`src/rtl/encoder_if.sv`:
```
// ---------------------------------------------------------------------------
// encoder_if
// Bundles the request vector and the encoded result of the priority encoder.
//
//   DATA   master -> slave   DATA_W  request vector, bit i set = index i requested
//   CODE   slave -> master   CODE_W  registered index of the highest set bit
//   valid  slave -> master   1       registered, sampled DATA was non-zero
//   multi  slave -> master   1       registered, sampled DATA had >= 2 bits set
//
// The master is the request source; the slave is the encoder itself.
// ---------------------------------------------------------------------------
interface encoder_if #(
   parameter int DATA_W = 8,
   parameter int CODE_W = 3
);
   logic [DATA_W-1:0] DATA;
   logic [CODE_W-1:0] CODE;
   logic              valid;
   logic              multi;

   modport master (
      output DATA,
      input  CODE,
      input  valid,
      input  multi
   );

   modport slave (
      input  DATA,
      output CODE,
      output valid,
      output multi
   );
endinterface : encoder_if

```
`src/rtl/encoder.sv`:
```
// ---------------------------------------------------------------------------
// encoder
// Registered DATA_W-to-CODE_W priority encoder. Each rising clk edge samples
// the request vector and registers the index of its highest set bit together
// with "any bit set" (valid) and "two or more bits set" (multi).
// Latency is exactly one clock; no combinational path from DATA to outputs.
//
//   clk   input   1   system clock, all state updates on the rising edge
//   rst   input   1   synchronous active-high reset, overrides DATA
//   bus   slave modport of encoder_if (DATA in; CODE, valid, multi out)
//
// CODE is 0 both for DATA=0 and DATA=1; consumers must qualify it with valid.
// ---------------------------------------------------------------------------
module encoder #(
   parameter int DATA_W = 8,
   parameter int CODE_W = 3
) (
   input  logic      clk,
   input  logic      rst,
   encoder_if.slave  bus
);

   // Reject illegal width pairings at elaboration time.
   if (DATA_W < 2 || (DATA_W & (DATA_W - 1)) != 0 || CODE_W != $clog2(DATA_W)) begin : g_bad_params
      $error("encoder: DATA_W must be a power of two >= 2 and CODE_W = log2(DATA_W)");
   end

   logic [CODE_W-1:0] code_d, code_q;
   logic              valid_d, valid_q;
   logic              multi_d, multi_q;

   // Priority scan from LSB to MSB: a later (higher) hit overwrites an earlier
   // one, so the surviving index is the most significant set bit. A hit seen
   // while another bit is already recorded means at least two bits are set,
   // which is the popcount > 1 condition without building a full adder tree.
   always_comb begin
      // NOTE: every output of this block gets a default before the loop, so no
      // path leaves a value unassigned and no latch is inferred.
      code_d  = '0;
      valid_d = 1'b0;
      multi_d = 1'b0;
      for (int i = 0; i < DATA_W; i++) begin
         if (bus.DATA[i]) begin
            if (valid_d) begin
               multi_d = 1'b1;
            end
            valid_d = 1'b1;
            code_d  = CODE_W'(i);
         end
      end
   end

   // NOTE: state registers use non-blocking assignments so every flop samples
   // the pre-edge values, independent of statement order.
   always_ff @(posedge clk) begin
      if (rst) begin
         code_q  <= '0;
         valid_q <= 1'b0;
         multi_q <= 1'b0;
      end else begin
         code_q  <= code_d;
         valid_q <= valid_d;
         multi_q <= multi_d;
      end
   end

   assign bus.CODE  = code_q;
   assign bus.valid = valid_q;
   assign bus.multi = multi_q;

endmodule : encoder

```
`src/flat_wrapper.sv`:
```
// flat-port wrapper written by rule: the top's interface ports become plain ports
module encoder_flat 
#(
   parameter int DATA_W = 8,
   parameter int CODE_W = 3
)
  (clk, rst, bus_DATA, bus_CODE, bus_valid, bus_multi);
  encoder_if #(.DATA_W(DATA_W), .CODE_W(CODE_W)) bus_i ();
  input  logic clk;
  input  logic rst;
  input wire logic [$bits(bus_i.DATA)-1:0] bus_DATA;
  output wire logic [$bits(bus_i.CODE)-1:0] bus_CODE;
  output wire logic [$bits(bus_i.valid)-1:0] bus_valid;
  output wire logic [$bits(bus_i.multi)-1:0] bus_multi;
  assign bus_i.DATA = bus_DATA;
  assign bus_CODE = bus_i.CODE;
  assign bus_valid = bus_i.valid;
  assign bus_multi = bus_i.multi;
  encoder #(.DATA_W(DATA_W), .CODE_W(CODE_W)) u_core (.clk(clk), .rst(rst), .bus(bus_i));
endmodule
```
`config.mk`:
```
export PLATFORM = sky130hd
export DESIGN_NAME = encoder_flat
export DESIGN_NICKNAME = d
export VERILOG_FILES = /design/src/rtl/encoder_if.sv /design/src/rtl/encoder.sv /design/src/flat_wrapper.sv
export SDC_FILE = /design/constraint.sdc
export NUM_CORES = 1
export LEC_CHECK = 0
export BUFFER_PORTS_ARGS = -buffer_cell sky130_fd_sc_hd__buf_2
export CAP_MARGIN = 10
export CORE_AREA = 3 3 40 42
export CTS_CLUSTER_DIAMETER = 80
export DETAILED_ROUTE_END_ITERATION = 7
export DIE_AREA = 0 0 43 45
export PLACE_DENSITY = 0.4
export REMOVE_ABC_BUFFERS = 1
export SETUP_SLACK_MARGIN = 0.5
export SYNTH_ARGS = -nofsm -noshare
export SYNTH_HDL_FRONTEND = slang
export SYNTH_SLANG_ARGS = --single-unit
```
`constraint.sdc`:
```
create_clock -name clk -period 1.7 [get_ports clk]
set_input_delay 0.34 -clock clk [delete_from_list [all_inputs] [get_ports clk]]
set_output_delay 0.34 -clock clk [all_outputs]
set_load 0.01 [all_outputs]
```
# ---- Word-level counts from Yosys, hierarchy flattened
# Cells that the tools add are included.
dict set report totals {
  in_bits 10
  regBits 5
  wordCells 32
  out_inout_bits 5
}
dict set report classes {
  muxes 29
}
# op n
set ops {}
lappend ops {{$mux 1} 23}
lappend ops {{$mux 3} 4}
lappend ops {{$mux 2} 2}

# ---- Longest topological paths before layout
dict set report logic_depth {
  depth_word 15
  ltp_mapped 4
  depth_no_buf 4
}

# ---- Worst setup path after synthesis
# OpenSTA, ideal clock, no wires.
dict set report synth_path {
  path_kind {input to register}
  startpoint {input bus_DATA[4]}
  endpoint {register u_core.multi_q, in the netlist u_core.bus.multi}
  t_required_ps 1570
  cell_stages 3
  setup_ps 130
  slack_ps 684
  t_arrival_ps 886
  n_path_buf 0
  path_cell_list {maj3_1 -> nor3_2 -> o31ai_2}
}
dict set report synth_between {
  elab_chain_cells 7
  word_cells_on_any_way 10
  cone_classes {mux (10)}
}
# item line_no
set synth_rtl {}
lappend synth_rtl {{from (decl)} flat_wrapper.sv:11} ;# input wire logic [$bits(bus_i.DATA)-1:0] bus_DATA;
lappend synth_rtl {{$mux 1} encoder.sv:43} ;# if (bus.DATA[i]) begin
lappend synth_rtl {{$mux 1} encoder.sv:44} ;# if (valid_d) begin
lappend synth_rtl {{$mux 1} encoder.sv:43}
lappend synth_rtl {{$mux 1} encoder.sv:44}
lappend synth_rtl {{$mux 1} encoder.sv:43}
lappend synth_rtl {{$mux 1} encoder.sv:44}
lappend synth_rtl {{$mux 1 *} encoder.sv:43}
lappend synth_rtl {{to (signal assigned)} encoder.sv:63} ;# multi_q <= multi_d;
lappend synth_rtl {{to (decl)} encoder.sv:30} ;# logic multi_d, multi_q;
# Mark *: on every way between the ends. The rest lies on a longest branch, timed or not.
# A chain may end at the register's enable or synchronous reset.

# ---- Worst setup path in the final report
dict set report layout_path {
  startpoint {register u_core.valid_q, in the netlist u_core.bus.valid}
  endpoint {output bus_valid}
}
# item line_no
set layout_rtl {}
lappend layout_rtl {{from (decl)} encoder.sv:29} ;# logic valid_d, valid_q;
lappend layout_rtl {{from (signal assigned)} encoder.sv:62} ;# valid_q <= valid_d;
lappend layout_rtl {{to (decl)} flat_wrapper.sv:13} ;# output wire logic [$bits(bus_i.valid)-1:0] bus_valid;
# No word-level cell between the ends.

==> run_results.csv <==
group,metric,value,unit
run_status,status,"completed",
synth,synth_top_area_frac,0.410,
detailed_routing,first_pass_iters,2,
clock_tree,postCtsSetupRepairBufs,0,
layout,nFillCells,149,
min_path,hold_class,"input pin to flip-flop",
grt,grt_max_degree,7,
critical_path,cpPeakStageDelay,0.28,ns
floorplanning,die_width,43,um
grt,grt_usage,0.0835,
clock_tree,cts_repair_resize_count,0,
synth,yosysWarnings,0,
detailed_routing,routed_wl,606,um
floorplanning,fp-row-count,13,
clock_tree,cts_hold_buf,0,
synth,yosysUniqueCellTypes,16,
sta,setup_slack,0.710,ns
placed_design,post-place-ws,0.483,ns
detailed_routing,num_vias,271,
layout,nNetsFinal,57,
sta,hold_slack,0.358,ns
sta,relSlewSlack,0.649,
grt,grt_pass1_wl,1110,um
layout,final_common_cell,"buf_2",
clock_tree,cts_buffers,3,
layout,drive_gt1_frac,0.435,
clock_tree,path_clk_slew,0.04,ns
detailed_routing,wl_per_cell,9.93,um
critical_path,crit_type,"flip-flop to output port",
sta,fin_crit_sh,0.582,
sta,setup_tns,0,ns
critical_path,critPathMaxFanout,1,
sta,finalSetupViolCount,0,
critical_path,critPathLaunchType,"flip-flop",
clock_tree,tritoncts,"built",
placed_design,io_buffers,14,
layout,final_cell_mix,"14 x buf_2, 5 x dfxtp_1, 4 x a21oi_1",
synth,syn_inst,28,
floorplanning,fp.dieH,45,um
sta,max_freq,1.01,GHz
power_and_ir_drop,p_per_area,878,nW/um2
floorplanning,start_util,0.190,
synth,yosys.area.top_type,"dfxtp_1",
clock_tree,clock-sinks,5,
placed_design,dpl.hpwl,518,um
grt,antenna_found_initial,0,
sta,worstMarginPinSlew,0.513,ns
critical_path,arrival,0.65,ns
power_and_ir_drop,vdd_ir_drop_max,0.000177,V
layout,post-route-util,0.279,
floorplanning,io_pins,15,
layout,syn_to_final_growth,47.2,%
clock_tree,ctsLongestPathBuffers,2,
clock_tree,root_buffer,"clkbuf_4",
critical_path,cp.required,1.36,ns
grt,grt_pass1_vias,271,
critical_path,crit_buf_inv,1,
synth,yosys_register_bits,5,
job,maxCapViolations,0,
grt,overflow,0,
clock_tree,cts_max_level,1,
synth,yosysSeqAreaShare,0.410,
critical_path,path_delay_family,"flip-flops",
floorplanning,coreArea,1280,um2
sta,finalHoldViolCount,0,
critical_path,critical_path.cell_chain,"buf_2",
detailed_routing,routed_via_density,4.44,
synth,syn_area,244,um2
floorplanning,dieArea,1940,um2
placed_design,gp_congestion,0.864,
synth,netlist_top_cells_area,"dfxtp_1 41%, a21oi_1 8.2%, nor4_2 5.1%",
sta,drv_slew,0,
critical_path,cp-end-kind,"output port",
detailed_routing,drc,0,
sta,period_needed,0.990,ns
power_and_ir_drop,p_leak,0.000158,uW
critical_path,critPathSlowestCell,"dfxtp_1",
detailed_routing,antenna_left,0,
layout,antenna_cells,0,
sta,rsz0062_at_grt,"no",
detailed_routing,first_iter_violations,1,
synth,avgSynthCellArea,8.71,um2
-- stage by stage --
stage	total power [uW]	instances	cell area (um2)
after floorplan	153	28	244
after global placement	184	57	333
after detailed placement	185	57	333
after CTS	324	61	359
after global routing	342	61	359
final	315	61	359
-- Yosys cell counts --
library cell and number:
dfxtp_1 5, a21oi_1 4, nor2_1 3, inv_1 2, nor3_1 2, o21ai_0 2, a2111oi_0 1, a211oi_1 1
a31oi_1 1, maj3_1 1, nand2_1 1, nand2b_1 1, nor3_2 1, nor4_2 1, o21bai_1 1, o31ai_2 1
-- final cells by class --
| class | count | area, um2 | area share |
|---|---|---|---|
| tap | 15 | 18.8 | 0.0523 |
| multi-input combinational | 21 | 136 | 0.380 |
| timing repair buffer | 14 | 70.1 | 0.195 |
| clock buffer | 4 | 26.3 | 0.0732 |
| sequential | 5 | 100 | 0.279 |
| inverter | 2 | 7.51 | 0.0209 |
-- layer usage --
| layer | track usage | wire [um] |
|---|---|---|
| met1 | 0.0874 | 254 |
| met2 | 0.114 | 284 |
| met5 | 0 | 0 |
| met3 | 0.0438 | 56 |
| met4 | 0.0904 | 9 |
-- power by group --
group	total, uW	switching (uW)	internal (uW)	leakage [uW]
sequential	127	1.29	126	0.0000421
clock	133	44.8	88.5	0.0000150
combinational	54.8	31.2	23.6	0.000101
total	315	77.2	238	0.000158
-- registers in the layout (all words and copies together), names as in the netlist --
name / flops
u_core.bus.CODE: 3
u_core.bus.multi: 1
u_core.bus.valid: 1
-- worst paths after layout --
check	cells after the start	to	from	slack [ns]
max	1	bus_valid	u_core.bus.valid$_SDFF_PP0_	0.71
min	2	u_core.bus.CODE[2]$_SDFF_PP0_	rst	0.36
-- logic make-up after synthesis --
kind of cell             share of synthesized area
AND/OR/NAND/NOR                              0.221
buffers and inverters                       0.0308
flip-flops                                   0.410
adder cells (fa/ha/maj)                     0.0410
AO/OA/AOI/OAI                                0.297
Note: power is estimated with default switching activity, not from simulation.
